--- src/rtl/vc_credit_sender_if.sv ---
// Producer/remote-queue bundle for the credit-based virtual-channel sender.
// master: producer plus remote-queue environment; slave: the sender itself.
interface vc_credit_sender_if #(
    parameter int p_msg_nbits   = 8,
    parameter int p_num_credits = 2
);
    localparam int c_cnt_nbits = $clog2(p_num_credits + 1);

    logic                   domain;
    logic                   cur_domain;
    logic                   enq_val;
    logic                   enq_rdy;
    logic [p_msg_nbits-1:0] enq_msg;
    logic                   send_val;
    logic [p_msg_nbits-1:0] send_msg;
    logic                   credit_return;
    logic [c_cnt_nbits-1:0] credits;
    logic                   draining;
    logic                   err;

    modport master (
        output domain, enq_val, enq_msg, credit_return,
        input  cur_domain, enq_rdy, send_val, send_msg, credits, draining, err
    );

    modport slave (
        input  domain, enq_val, enq_msg, credit_return,
        output cur_domain, enq_rdy, send_val, send_msg, credits, draining, err
    );
endinterface

--- src/rtl/vc_credit_sender.sv ---
// Credit-based sender feeding a remote queue of depth p_num_credits.
// The channel belongs to one security domain at a time; a domain change
// drains every in-flight message (all credits back) before ownership moves.
module vc_credit_sender #(
    parameter int p_msg_nbits   = 8,
    parameter int p_num_credits = 2
) (
    input  logic               clk,
    input  logic               reset,
    vc_credit_sender_if.slave  bus
);
    localparam int c_cnt_nbits = $clog2(p_num_credits + 1);
    localparam logic [c_cnt_nbits-1:0] c_full = c_cnt_nbits'(p_num_credits);
    localparam logic [c_cnt_nbits-1:0] c_one  = c_cnt_nbits'(1);

    typedef enum logic [1:0] {
        ST_RUN    = 2'd0,
        ST_DRAIN  = 2'd1,
        ST_SWITCH = 2'd2
    } state_t;

    state_t                 r_state;
    state_t                 w_state_next;
    logic [c_cnt_nbits-1:0] r_credits;
    logic [c_cnt_nbits-1:0] w_credits_next;
    logic                   r_err;
    logic                   w_err_next;
    logic                   r_cur_domain;
    logic                   w_cur_domain_next;
    logic                   r_send_val;
    logic [p_msg_nbits-1:0] r_send_msg;
    logic                   w_enq_rdy;
    logic                   w_do_enq;

    // Ready depends only on state, credits and domain match, never on enq_val,
    // so a domain mismatch blocks traffic in the very cycle it appears.
    assign w_enq_rdy = (r_state == ST_RUN) && (r_credits != '0) &&
                       (bus.domain == r_cur_domain);
    assign w_do_enq  = bus.enq_val && w_enq_rdy;

    // Next-state logic: RUN -> DRAIN on mismatch, DRAIN -> SWITCH once the
    // remote queue is empty and nothing is on the wire, SWITCH lasts one cycle.
    always_comb begin
        w_state_next      = r_state;
        w_cur_domain_next = r_cur_domain;
        case (r_state)
            ST_RUN: begin
                if (bus.domain != r_cur_domain) begin
                    w_state_next = ST_DRAIN;
                end
            end
            ST_DRAIN: begin
                // A domain that flips back meanwhile does not cancel the drain.
                if ((r_credits == c_full) && !r_send_val) begin
                    w_state_next = ST_SWITCH;
                end
            end
            ST_SWITCH: begin
                w_cur_domain_next = bus.domain;
                w_state_next      = ST_RUN;
            end
            default: begin
                w_state_next = ST_RUN;
            end
        endcase
    end

    // Credit arithmetic: simultaneous accept and return cancel out; a return
    // with the counter already full saturates and raises the sticky error.
    always_comb begin
        w_credits_next = r_credits;
        w_err_next     = r_err;
        if (w_do_enq && !bus.credit_return) begin
            w_credits_next = r_credits - c_one;
        end else if (!w_do_enq && bus.credit_return) begin
            if (r_credits == c_full) begin
                w_err_next = 1'b1;
            end else begin
                w_credits_next = r_credits + c_one;
            end
        end
    end

    // State, counters and the registered send port; reset discards any
    // pending switch and in-flight accounting.
    always_ff @(posedge clk) begin
        if (!reset) begin
            r_state      <= ST_RUN;
            r_credits    <= c_full;
            r_err        <= 1'b0;
            r_cur_domain <= 1'b0;
            r_send_val   <= 1'b0;
            r_send_msg   <= '0;
        end else begin
            r_state      <= w_state_next;
            r_credits    <= w_credits_next;
            r_err        <= w_err_next;
            r_cur_domain <= w_cur_domain_next;
            r_send_val   <= w_do_enq;
            // Message bus is zeroed whenever no send is presented.
            r_send_msg   <= w_do_enq ? bus.enq_msg : '0;
        end
    end

    assign bus.enq_rdy    = w_enq_rdy;
    assign bus.cur_domain = r_cur_domain;
    assign bus.send_val   = r_send_val;
    assign bus.send_msg   = r_send_msg;
    assign bus.credits    = r_credits;
    assign bus.draining   = (r_state == ST_DRAIN) || (r_state == ST_SWITCH);
    assign bus.err        = r_err;
endmodule

--- src/flat_wrapper.sv ---
// flat-port wrapper written by rule: the top's interface ports become plain ports
module vc_credit_sender_flat 
#(
    parameter int p_msg_nbits   = 8,
    parameter int p_num_credits = 2
)
  (clk, reset, bus_domain, bus_enq_val, bus_enq_msg, bus_credit_return, bus_cur_domain, bus_enq_rdy, bus_send_val, bus_send_msg, bus_credits, bus_draining, bus_err);
  vc_credit_sender_if #(.p_msg_nbits(p_msg_nbits), .p_num_credits(p_num_credits)) bus_i ();
  input  logic clk;
  input  logic reset;
  input wire logic [$bits(bus_i.domain)-1:0] bus_domain;
  input wire logic [$bits(bus_i.enq_val)-1:0] bus_enq_val;
  input wire logic [$bits(bus_i.enq_msg)-1:0] bus_enq_msg;
  input wire logic [$bits(bus_i.credit_return)-1:0] bus_credit_return;
  output wire logic [$bits(bus_i.cur_domain)-1:0] bus_cur_domain;
  output wire logic [$bits(bus_i.enq_rdy)-1:0] bus_enq_rdy;
  output wire logic [$bits(bus_i.send_val)-1:0] bus_send_val;
  output wire logic [$bits(bus_i.send_msg)-1:0] bus_send_msg;
  output wire logic [$bits(bus_i.credits)-1:0] bus_credits;
  output wire logic [$bits(bus_i.draining)-1:0] bus_draining;
  output wire logic [$bits(bus_i.err)-1:0] bus_err;
  assign bus_i.domain = bus_domain;
  assign bus_i.enq_val = bus_enq_val;
  assign bus_i.enq_msg = bus_enq_msg;
  assign bus_i.credit_return = bus_credit_return;
  assign bus_cur_domain = bus_i.cur_domain;
  assign bus_enq_rdy = bus_i.enq_rdy;
  assign bus_send_val = bus_i.send_val;
  assign bus_send_msg = bus_i.send_msg;
  assign bus_credits = bus_i.credits;
  assign bus_draining = bus_i.draining;
  assign bus_err = bus_i.err;
  vc_credit_sender #(.p_msg_nbits(p_msg_nbits), .p_num_credits(p_num_credits)) u_core (.clk(clk), .reset(reset), .bus(bus_i));
endmodule
--- config.mk ---
export PLATFORM = sky130hd
export DESIGN_NAME = vc_credit_sender_flat
export DESIGN_NICKNAME = d
export VERILOG_FILES = /design/src/rtl/vc_credit_sender_if.sv /design/src/rtl/vc_credit_sender.sv /design/src/flat_wrapper.sv
export SDC_FILE = /design/constraint.sdc
export NUM_CORES = 1
export LEC_CHECK = 0
export ABC_CLOCK_PERIOD_IN_PS = 3900
export CAP_MARGIN = 5
export CORE_MARGIN = 1.5
export CORE_UTILIZATION = 43
export CTS_CLUSTER_SIZE = 10
export DETAILED_ROUTE_END_ITERATION = 10
export HOLD_SLACK_MARGIN = 0.02
export PLACE_DENSITY_LB_ADDON = 0.3
export SETUP_SLACK_MARGIN = 0.3
export SKIP_LAST_GASP = 1
export SYNTH_ARGS = -nofsm -noshare
export SYNTH_HDL_FRONTEND = slang
export SYNTH_SLANG_ARGS = --single-unit
--- constraint.sdc ---
create_clock -name clk -period 3.9 [get_ports clk]
set_input_delay 0.78 -clock clk [delete_from_list [all_inputs] [get_ports clk]]
set_output_delay 0.78 -clock clk [all_outputs]
set_load 0.1 [all_outputs]
==> results.cfg <==
[clock_tree]
cts_resized = 0
clk_pin_slew_worst_paths_ns = 0.09
root_buffer = clkbuf_4
cts_sinks = 15
insertion_delay_ns = 0.27
h-tree-depth = 1
clk_path_buf_depth = 2
cts_tree = done
cts_hold_buf = 0
post-cts-setup-buffers = 0
cts_made_buffers = 3

[floorplanning]
std_cell_rows = 13
coreArea_um2 = 1350
io_pins = 28
die_h_um = 41.8
dieArea_um2 = 1740
initial_utilization = 0.478
die_w_um = 41.8

[cells_and_area]
fin_util = 0.711
multi_input_area_um2 = 327
final_cell_mix = 26 x clkdlybuf4s50_1, 15 x dfxtp_1, 8 x and2_1
final_common_cell = clkdlybuf4s50_1
final_nets = 113
areaGrowthSynthToFinish_pct = 48.6
seq_area_um2 = 300
n_antenna_cell = 0
num-fill-cells = 102
drive_gt1_frac = 0.0968

[sta]
rsz0062_at_grt = false
skew_ns = 0.00387
finalHoldViolCount = 0
setup_viol = 0
max_freq_mhz = 345
worst_slew_pin_slew_ns = 0.981
slew_violations = 0
maxSlewHeadroom = 0.344
fin_crit_ns = 2.90
fin_tns_setup_ns = 0
fin_crit_sh = 0.744

[drt]
ant_nets = 0
vias_per_cell = 4.72
route.detailed.wl_per_inst_um = 10.2
routed_wl_um = 1100
drt_first_pass_iters = 4
num_vias = 510
drc = 0
drt_iter0_drc = 8

[setup_path]
cp-start-kind = flip-flop
cp-end-kind = output pin
cp_max_fo = 3
critPathArrivalTime_ns = 2.12
reg2reg_from = u_core.r_state[1]
rr_worst_depth = 7
r2r_slack_ns = 2.16
crit_type = flip-flop to output pin
cp_data_required_time_ns = 3.12
r2r-end = u_core.bus.credits[0]

[min_path]
hold_start = u_core.bus.err
holdPathEnd = u_core.bus.err
hold_path_class = flip-flop to flip-flop
min_path_cells = 1

[grt]
antenna_found_initial = 0
grtUsageTotal = 0.144
grt_first_pass_wirelength_um = 1970
grt_max_degree = 10
grt_pass1_vias = 491
overflow = 0

[power_and_ir_drop]
switching_share = 0.523
p_leak_nw = 0.410
ir_drop_mv = 0.433
power.switching_uw = 369
comb_power_share = 0.603
clkPwrFrac = 0.122
seqPwrFrac = 0.275
p_per_area_nw_per_um2 = 735
p_int_uw = 336

[yosys]
syn_nets = 81
synth-seq-cells = 15
yosys_warnings = 0
synth.cell_area_um2 = 646
seq_area_frac_synth = 0.465
netlist_instances = 62
postSynthAreaPerCell_um2 = 10.4
synth_cell_types = 23

[flow_run]
cap_violations = 0

[placement]
gp_congestion = 0.801
numPortBuffers = 27
post-dp-hpwl_um = 888

[run_status]
status = completed
[metrics by stage]
step	area [um2]	hold slack [ns]	instances	setup WS, ns	total power, mW
after floorplan	646	0.452	62	0.514	0.541
after global placement	932	0.445	104	1.10	0.621
after detailed placement	932	0.455	104	1.11	0.623
after CTS	960	0.477	108	0.987	0.712
after global routing	960	0.510	108	0.896	0.750
final	960	0.473	108	0.997	0.705
[Yosys cell counts, drive strengths merged]
library cell  instances  area share
a211oi                1       0.019
a21o                  1       0.012
a21oi                 2       0.016
a22oi                 1       0.012
and2                  8       0.078
and3b                 1       0.014
dfxtp                15        0.47
ha                    6        0.12
inv                   5       0.029
mux2i                 2       0.031
nand2                 4       0.023
nand3                 1      0.0077
nor2                  4       0.023
nor2b                 1      0.0097
nor4b                 1       0.037
o21a                  1       0.012
o21ai                 2       0.015
or2                   1      0.0097
or3                   2       0.019
or3b                  1       0.014
xnor2                 2       0.039
[cell families after synthesis]
family | count (synthesis) | synth area share
fa+ha+maj | 6 | 0.116
simple gates | 24 | 0.234
buf+inv | 5 | 0.0291
xor+xnor | 2 | 0.0388
compound gates | 8 | 0.0853
flops | 15 | 0.465
mux | 2 | 0.0310
[area by class of cell]
type | count | area share
inverter | 5 | 0.0196
multi-input combinational | 42 | 0.340
clock buffer | 3 | 0.0235
clock inverter | 1 | 0.00522
timing repair buffer | 27 | 0.279
tap | 15 | 0.0196
sequential | 15 | 0.313
[worst max path at each step]
| stage | start | to | slack, ns | cells after the start |
|---|---|---|---|---|
| finish | u_core.r_state[0] | bus_draining | 1.0 | 3 |
| global route | u_core.r_state[0] | bus_draining | 0.90 | 3 |
| CTS | u_core.r_state[0] | bus_draining | 0.99 | 3 |
| detailed placement | bus_domain | bus_enq_rdy | 1.11 | 5 |
| global placement | bus_domain | bus_enq_rdy | 1.10 | 5 |
| floorplan | u_core.bus.cur_domain | bus_enq_rdy | 0.51 | 3 |
[worst max-delay path: stages, from the launching register on]
cell and delay, ns:
dfxtp_1 0.36, inv_1 0.09, ha_1 0.28, clkdlybuf4s50_1 1.12
[routing by layer]
metal | global-route usage | up-vias | share of wire
li1 | - | 266 | -
met1 | 0.188 | 230 | 0.47
met2 | 0.209 | 14 | 0.45
met3 | 0.0696 | 0 | 0.081
met4 | 0.0387 | 0 | 0
met5 | 0 | - | 0
[registers in the layout (all words and copies together) (netlist names)]
name,cells
u_core.bus.credits,2
u_core.bus.cur_domain,1
u_core.bus.err,1
u_core.bus.send_msg,8
u_core.bus.send_val,1
u_core.r_state,2
[power by group through the flow]
stage	registers [mW]	logic, mW	clock network (mW)
finish	0.194	0.426	0.0862
global placement	0.198	0.424	0
detailed placement	0.198	0.425	0
global route	0.198	0.454	0.0971
floorplan	0.312	0.230	0
CTS	0.194	0.428	0.0894
Power figures use the tool's default switching activity.
